--- config.mk ---
export PLATFORM = sky130hd
export DESIGN_NAME = instr_fetch_unit
export DESIGN_NICKNAME = d
export VERILOG_FILES = /design/src/rtl/instr_fetch_unit.sv
export SDC_FILE = /design/constraint.sdc
export NUM_CORES = 1
export LEC_CHECK = 0
export ABC_AREA = 1
export CAP_MARGIN = 10
export CORE_MARGIN = 3
export CORE_UTILIZATION = 57
export DETAILED_ROUTE_END_ITERATION = 16
export GPL_ROUTABILITY_DRIVEN = 1
export HOLD_SLACK_MARGIN = 0.02
export PLACE_DENSITY = 0.87
export SETUP_SLACK_MARGIN = 0.1
export SLEW_MARGIN = 40
export SYNTH_ARGS = -nofsm -noshare
export SYNTH_HDL_FRONTEND = slang
export SYNTH_SLANG_ARGS = --single-unit
--- constraint.sdc ---
create_clock -name clk -period 2.8 [get_ports clk]
set_clock_uncertainty 0.2 [all_clocks]
set_input_delay 0.42 -clock clk [delete_from_list [all_inputs] [get_ports clk]]
set_output_delay 0.42 -clock clk [all_outputs]
set_load 0.1 [all_outputs]
--- src/rtl/instr_fetch_unit.sv ---
// Program sequencer: fetches ROM words, feeds Din, and issues
// one instruction at a time to the control FSM via run/Done.
module instr_fetch_unit #(
  parameter int ADDR_W   = 5,
  parameter int DATA_W   = 9,
  parameter int PROG_LEN = 32,
  parameter int TIMEOUT  = 15
) (
  input  logic              clk,
  input  logic              resetn,
  input  logic              start,
  input  logic [DATA_W-1:0] rom_data,
  input  logic              IRin,
  input  logic              Done,
  output logic [ADDR_W-1:0] ADDRESS,
  output logic [DATA_W-1:0] Din,
  output logic              run,
  output logic              busy,
  output logic              prog_done,
  output logic              timeout_err,
  output logic [7:0]        instr_count
);

  localparam int WD_W = $clog2(TIMEOUT + 1);

  localparam logic [3:0] S_IDLE      = 4'd0;
  localparam logic [3:0] S_FETCH     = 4'd1;
  localparam logic [3:0] S_ROMWAIT   = 4'd2;
  localparam logic [3:0] S_DECODE    = 4'd3;
  localparam logic [3:0] S_WAIT_IR   = 4'd4;
  localparam logic [3:0] S_IMM_FETCH = 4'd5;
  localparam logic [3:0] S_IMM_WAIT  = 4'd6;
  localparam logic [3:0] S_EXEC      = 4'd7;
  localparam logic [3:0] S_END       = 4'd8;

  logic [3:0]        state;
  logic [ADDR_W-1:0] pc;
  logic [WD_W-1:0]   wd;
  logic [2:0]        op;
  logic              is_halt;
  logic              is_mvi;
  logic              pc_last;
  logic              wd_hit;

  assign op      = Din[DATA_W-1 -: 3];
  assign is_halt = (op == 3'b111);
  assign is_mvi  = (op == 3'b001);
  assign pc_last = (pc == ADDR_W'(PROG_LEN - 1));
  // >= so an IRin accepted on the last allowed cycle still trips later
  assign wd_hit  = (wd >= WD_W'(TIMEOUT - 1));

  assign run  = (state == S_DECODE) && !is_halt;
  assign busy = (state != S_IDLE) && (state != S_END);

  always_ff @(posedge clk or negedge resetn) begin
    if (!resetn) begin
      state       <= S_IDLE;
      ADDRESS     <= '0;
      Din         <= '0;
      prog_done   <= 1'b0;
      timeout_err <= 1'b0;
      instr_count <= '0;
      pc          <= '0;
      wd          <= '0;
    end else begin
      unique case (state)
        S_IDLE, S_END: begin
          if (start) begin
            state       <= S_FETCH;
            pc          <= '0;
            prog_done   <= 1'b0;
            timeout_err <= 1'b0;
            instr_count <= '0;
          end
        end
        S_FETCH: begin
          ADDRESS <= pc;
          state   <= S_ROMWAIT;
        end
        S_ROMWAIT: begin
          Din   <= rom_data;
          state <= S_DECODE;
        end
        S_DECODE: begin
          if (is_halt) begin
            prog_done <= 1'b1;
            state     <= S_END;
          end else begin
            wd    <= '0;
            state <= S_WAIT_IR;
          end
        end
        S_WAIT_IR: begin
          if (IRin) begin
            wd <= wd + 1'b1;
            if (is_mvi && pc_last) begin
              timeout_err <= 1'b1;
              prog_done   <= 1'b1;
              state       <= S_END;
            end else if (is_mvi) begin
              pc    <= pc + 1'b1;
              state <= S_IMM_FETCH;
            end else begin
              state <= S_EXEC;
            end
          end else if (wd_hit) begin
            timeout_err <= 1'b1;
            prog_done   <= 1'b1;
            state       <= S_END;
          end else begin
            wd <= wd + 1'b1;
          end
        end
        S_IMM_FETCH: begin
          if (wd_hit) begin
            timeout_err <= 1'b1;
            prog_done   <= 1'b1;
            state       <= S_END;
          end else begin
            ADDRESS <= pc;
            wd      <= wd + 1'b1;
            state   <= S_IMM_WAIT;
          end
        end
        S_IMM_WAIT: begin
          if (wd_hit) begin
            timeout_err <= 1'b1;
            prog_done   <= 1'b1;
            state       <= S_END;
          end else begin
            Din   <= rom_data;
            wd    <= wd + 1'b1;
            state <= S_EXEC;
          end
        end
        S_EXEC: begin
          if (Done) begin
            if (instr_count != 8'hFF)
              instr_count <= instr_count + 8'd1;
            if (pc_last) begin
              prog_done <= 1'b1;
              state     <= S_END;
            end else begin
              pc    <= pc + 1'b1;
              state <= S_FETCH;
            end
          end else if (wd_hit) begin
            timeout_err <= 1'b1;
            prog_done   <= 1'b1;
            state       <= S_END;
          end else begin
            wd <= wd + 1'b1;
          end
        end
        default: state <= S_IDLE;
      endcase
    end
  end

endmodule
==> run_results.csv, run 1 <==
group,metric,value,unit
timing,fmax,454,MHz
setup_path,cp-start-kind,"register",
timing,worst_pin_slew,477,ps
setup_path,path_class,"register to register",
detailed_routing,routed_wl,5130,um
pwr,p_sw,1.87,mW
floorplan,fp.dieW,68.9,um
global_routing,antenna_found_initial,0,
final_layout,seq_area,926,um2
setup_path,path_delay_family,"simple AND/OR/NAND/NOR gates",
timing,rsz0062_at_grt,"false",
yosys,synth_edf_count,0,
setup_path,critical_path.endpoint_type,"register",
timing,fin_crit,2200,ps
setup_path,max_stage_delay,430,ps
yosys,ys_warn_count,0,
detailed_routing,vias_per_cell,5.27,
timing,min_period_over_period,78.6,%
floorplan,io_pins,40,
yosys,synth_top_area_share,41.0,%
placed_design,dp_hpwl,3780,um
yosys,synth-seq-cells,37,
yosys,syn_inst,319,
timing,holdWs,280,ps
setup_path,worstPathRequired,2800,ps
yosys,async_flop_share,100,%
global_routing,grt-ovfl-total,0,
clocking,cts_sinks,37,
pwr,seqPwrFrac,26.0,%
final_layout,antenna_cells,0,
yosys,ys_seq_area_share,41.0,%
yosys,ys_types,26,
setup_path,critPathBufInv,2,
yosys,synth_common_cells,"nand2_1 (108), nand3_1 (40), dfrtp_1 (37), inv_1 (37), nor2_1 (24)",
final_layout,drive_above_1_share,14.6,%
setup_path,crit_chain,"inv_1 -> ha_1 -> inv_1 -> nand2_1 -> nand3_1 -> nand4_1 -> o21ai_0",
global_routing,grt_pass1_wl,8690,um
detailed_routing,ant_nets,0,
global_routing,grt_max_degree,38,
clocking,clk_latency,290,ps
clocking,cts-root-buf,"clkbuf_8",
clocking,post_cts_buffers,0,
final_layout,syn_to_final_growth,20.6,%
clocking,ctsHoldBuffers,0,
setup_path,crit_arrival,2200,ps
timing,setup_violations,0,
detailed_routing,drtPass1Iterations,4,
final_layout,multi_input_area,1150,um2
setup_path,crit_top_cell,"inv_1",
clocking,cts_tree,"yes",
pwr,p_leak,1.49,nW
global_routing,grt_pass1_vias,1985,
detailed_routing,drcViolationCount,0,
yosys,avgSynthCellArea,7.08,um2
yosys,synth_area_leaders,"dfrtp_1 (41%), nand2_1 (18%), nand3_1 (8.9%)",
worst_hold_path,hold_path.class,"register to register",
clocking,cts-buffers-inserted,5,
floorplan,dieArea,4750,um2
yosys,ys.flop_type,"dfrtp_1",
detailed_routing,num_vias,2168,
pwr,combPwrFrac,61.8,%
timing,slew_violations,0,
yosys,synth.net_count,339,
setup_path,cp_max_fo,12,
yosys,syn_area,2260,um2
placed_design,placedCellCount,403,
yosys,synth_most_common_cell,"nand2_1",
floorplan,initial_core_util,60.3,%
outcome,status,"finished, final reports clean",
yosys,yosysTopAreaCell,"dfrtp_1",
clocking,h-tree-depth,2,
floorplan,placementRows,22,
final_layout,fillers,312,
clocking,cts_buffer_depth,2,
timing,max_slew_margin,68.2,%
floorplan,die_height,68.9,um
timing,tns,0,ps
clocking,clkTransAtPathRegs,80,ps
global_routing,grt_usage,24.2,%
pwr,totalPowerFinal,3.20,mW
floorplan,core_area,3740,um2
detailed_routing,wl_per_cell,12.5,um
pwr,vdd_drop_max,1310,uV
pwr,p_int,1.33,mW
pwr,swShare,58.4,%
detailed_routing,drt_iter0_drc,174,
timing,hold_viol_final,0,
job,drv_cap,0,
placed_design,io_buffers,39,
pwr,cellPowerDensity,1180,nW/um2
pwr,clockPowerShare,12.2,%
final_layout,fin_nets,383,
placed_design,gp_congestion,0.960,
clocking,cts_resized,0,
setup_path,slowest_stage,"dfrtp_1",
final_layout,finalNonFillerCells,411,
## worst min-delay path, delay by kind of cell (launching register included)
family	cells	cell delay, ps
flops	1	350
simple gates	2	100
## stage by stage
stage / util (%) / setup WS (ps) / cell area [um2]
6_report: 72.7 / 598 / 2720
3_5_place_dp: 70.0 / 640 / 2620
4_1_cts: 72.4 / 632 / 2710
5_1_grt: 72.7 / 413 / 2720
2_1_floorplan: - / 477 / 2260
3_3_place_gp: 70.0 / 725 / 2620
## cell families (layout without fill, tap and decap cells)
| kind of cell | after synthesis | after routing | share of synthesized area [%] |
|---|---|---|---|
| adder cells (fa/ha/maj) | 6 | 6 | 3.33 |
| buffers and inverters | 46 | 90 | 8.15 |
| XOR/XNOR | 6 | 6 | 2.33 |
| flip-flops | 37 | 37 | 41.0 |
| AND/OR/NAND/NOR | 193 | 193 | 38.1 |
| AO/OA/AOI/OAI | 31 | 31 | 7.10 |
## per-layer routing
metal | share of wire [%] | global-route usage [%] | up-vias | wire length (um)
li1 | - | - | 1099 | -
met1 | 47 | 32.2 | 985 | 2390
met2 | 46 | 40.0 | 71 | 2370
met3 | 5.6 | 5.19 | 13 | 287
met4 | 1.7 | 6.08 | 0 | 89
met5 | 0 | 0 | - | 0
## layout make-up
| cell class | count | area share, % |
|---|---|---|
| flip-flops and latches | 37 | 34.0 |
| repair buffers | 41 | 12.5 |
| clock buffers | 6 | 3.03 |
| inverters | 42 | 5.79 |
| well taps | 48 | 2.21 |
| clock inverters | 1 | 0.276 |
| multi-input cells | 236 | 42.2 |
## sequential cells by signal, indices dropped and copies added (netlist names)
register	cells
ADDRESS	5
Din	9
instr_count	8
pc	5
prog_done	1
state	4
timeout_err	1
wd	4
## cell usage in the layout, fill, tap and decap left out, drive strengths merged, types with 5 or more instances in the layout
cell,n
a21oi,5
buf,28
clkbuf,6
clkdlybuf4s50,12
dfrtp,37
ha,6
inv,42
nand2,114
nand3,41
nor2,29
o21ai,24
## final timing paths
path                         from              to  slack, ps  depth (start not counted)
setup / recovery            wd[0]      ADDRESS[4]        600                          7
hold / removal             Din[0]          Din[0]        280                          2
setup reg to reg            wd[0]      ADDRESS[4]        600                          7
hold reg to reg            Din[0]          Din[0]        280                          2
max in group asynchronous  resetn      ADDRESS[3]       1630                          2
min in group asynchronous  resetn  instr_count[6]        440                          2
## power by group through the flow
stage	clock network (mW)	logic (mW)	registers [mW]
floorplan	0	0.889	1.51
global placement	0	1.95	0.836
detailed placement	0	1.97	0.841
CTS	0.392	1.98	0.832
global route	0.409	2.14	0.858
finish	0.391	1.98	0.833
Power figures use the tool's default switching activity.
==> run 2, diff against run 1 <==
- CORE_UTILIZATION: 57 -> 53
- PLACE_DENSITY: 0.87 -> 0.82
- clock period: 2.8 -> 2.2 ns (I/O delays scaled with it)
==> run 2 against run 1 <==
  * Critical path depth up 3
  * Non-clock buffer count is 5 higher
  * Power up 34%
  * Setup slack worse by 340 ps
  * Register-to-register slack got worse by 340 ps
  * Sequential share of layout area fell by 1.1 points
  * Utilization shrank 2.9 points
  * Largest cell class unchanged
==> run_results.csv, run 2 (same netlist as run 1, synthesis figures left out) <==
group,metric,value,unit
final_layout,largest_reg_flops,9,
setup_path,crit_arrival,1910,ps
clocking,cts_tree,"yes",
placed_design,dp_hpwl,3990,um
floorplan,fp.dieW,71.3,um
detailed_routing,ant_nets,0,
setup_path,worstPathRequired,2170,ps
pwr,seqPwrFrac,24.7,%
worst_hold_path,hold_path.class,"register to register",
outcome,status,"finished, final reports clean",
detailed_routing,drcViolationCount,0,
worst_hold_path,hold_path_end,"Din[5]",
final_layout,final_cell_mix,"nand2_1 (107), nand3_1 (40), inv_1 (36), dfrtp_1 (32), buf_4 (29)",
pwr,p_sw,2.40,mW
setup_path,timing.rr.end,"wd[0]",
setup_path,rrSetupSlack,260,ps
floorplan,dieArea,5080,um2
clocking,cts-buffers-inserted,5,
global_routing,antenna_found_initial,0,
clocking,cts_sinks,37,
setup_path,cp-start-kind,"register",
setup_path,path_class,"register to register",
detailed_routing,drt_iter0_drc,204,
setup_path,slowest_stage,"dfrtp_1",
floorplan,placementRows,23,
placed_design,io_buffers,39,
global_routing,grt_max_degree,20,
setup_path,crit_top_cell,"nand2_1",
final_layout,largest-register,"Din",
clocking,h-tree-depth,2,
placed_design,gp_congestion,0.930,
timing,worst_pin_slew,459,ps
final_layout,antenna_cells,0,
timing,min_period_over_period,88.3,%
pwr,swShare,55.8,%
setup_path,critical_path.endpoint_type,"register",
floorplan,core_area,4060,um2
pwr,p_int,1.90,mW
timing,setup_violations,0,
final_layout,drive_above_1_share,17.9,%
clocking,clkTransAtPathRegs,70,ps
setup_path,critPathBufInv,2,
floorplan,io_pins,40,
final_layout,final_common_cell,"nand2_1",
global_routing,grt_pass1_vias,2030,
final_layout,top_regs,"Din x9, instr_count x8",
timing,slew_violations,0,
worst_hold_path,hold_depth,2,
setup_path,cp_max_fo,7,
detailed_routing,vias_per_cell,5.18,
timing,max_slew_margin,69.4,%
timing,fin_crit,1940,ps
timing,tns,0,ps
setup_path,r2r_start,"wd[0]",
clocking,clk_latency,290,ps
detailed_routing,routed_wl,5340,um
setup_path,crit_chain,"inv_1 -> ha_1 -> inv_1 -> nand2_1 -> nand2_1 -> nand2_1 -> nand3_1 -> nand2_1 -> o21ai_0 -> nand2_1",
clocking,cts_buffer_depth,2,
detailed_routing,wl_per_cell,12.7,um
timing,fmax,515,MHz
final_layout,fin_nets,388,
pwr,vdd_drop_max,1520,uV
setup_path,r2r_cells,10,
setup_path,max_stage_delay,450,ps
timing,hold_viol_final,0,
pwr,totalPowerFinal,4.30,mW
final_layout,fillers,337,
clocking,cts-root-buf,"clkbuf_8",
pwr,cellPowerDensity,1520,nW/um2
floorplan,die_height,71.3,um
floorplan,initial_core_util,55.6,%
detailed_routing,drtPass1Iterations,4,
setup_path,path_delay_family,"simple AND/OR/NAND/NOR gates",
worst_hold_path,hp-start,"Din[5]",
global_routing,grt_pass1_wl,8980,um
final_layout,final_util,69.8,%
global_routing,grt-ovfl-total,0,
timing,rsz0062_at_grt,"true",
pwr,clockPowerShare,14.3,%
final_layout,syn_to_final_growth,25.6,%
pwr,combPwrFrac,61.0,%
global_routing,grt_usage,21.9,%
detailed_routing,num_vias,2172,
job,drv_cap,0,
pwr,p_leak,1.53,nW
[run 2: stage by stage]
stage / setup slack [ps] / hold slack [ps] / instance area, um2 / cells
finish: 258 / 281 / 2830 / 419
global route: 102 / 319 / 2830 / 419
CTS: 182 / 282 / 2810 / 416
detailed placement: 199 / 111 / 2680 / 407
global placement: 292 / 103 / 2680 / 407
floorplan: 123 / -166 / 2260 / 319
[run 2: repair_timing]
action,CTS,global route
endpoints found under the hold margin,18,0
setup endpoints to repair,0,11
setup buffers,0,3
hold buffers,1,0
resized for setup,0,3
[run 2: power groups by stage]
stage,combinational (mW),clock (mW),sequential (mW)
floorplan,1.13,0,1.93
global placement,2.53,0,1.06
detailed placement,2.57,0,1.07
CTS,2.58,0.621,1.06
global route,2.81,0.653,1.09
finish,2.62,0.613,1.06
[run 2: worst min-delay path: cells and delay by family, from the launching register on]
| family | cells | cell delay (ps) |
|---|---|---|
| flops | 1 | 350 |
| simple gates | 2 | 100 |
[run 2: area by class of cell]
cell class | count | area, um2 | area share, %
clock buffer | 7 | 86.3 | 3.05
clock inverter | 1 | 30.0 | 1.06
inverter | 42 | 158 | 5.56
multi-input combinational | 236 | 1150 | 40.7
sequential | 37 | 932 | 32.9
tap | 50 | 62.6 | 2.21
timing repair buffer | 46 | 413 | 14.6
[run 2: metal layers]
layer,vias up,routed length (um),track usage (%)
met5,-,0,0
met4,0,142,6.89
met3,19,371,4.91
met2,80,2460,36.4
met1,962,2360,28.3
li1,1111,-,-
[run 2: worst max-delay path by stage]
stage	endpoint	startpoint	slack, ps	cells after the start
finish	wd[0]	wd[0]	260	10
global placement	pc[4]	pc[0]	290	12
global route	pc[0]	pc[0]	100	12
detailed placement	pc[3]	pc[0]	200	12
floorplan	instr_count[6]	instr_count[5]	120	9
CTS	pc[2]	pc[0]	180	12
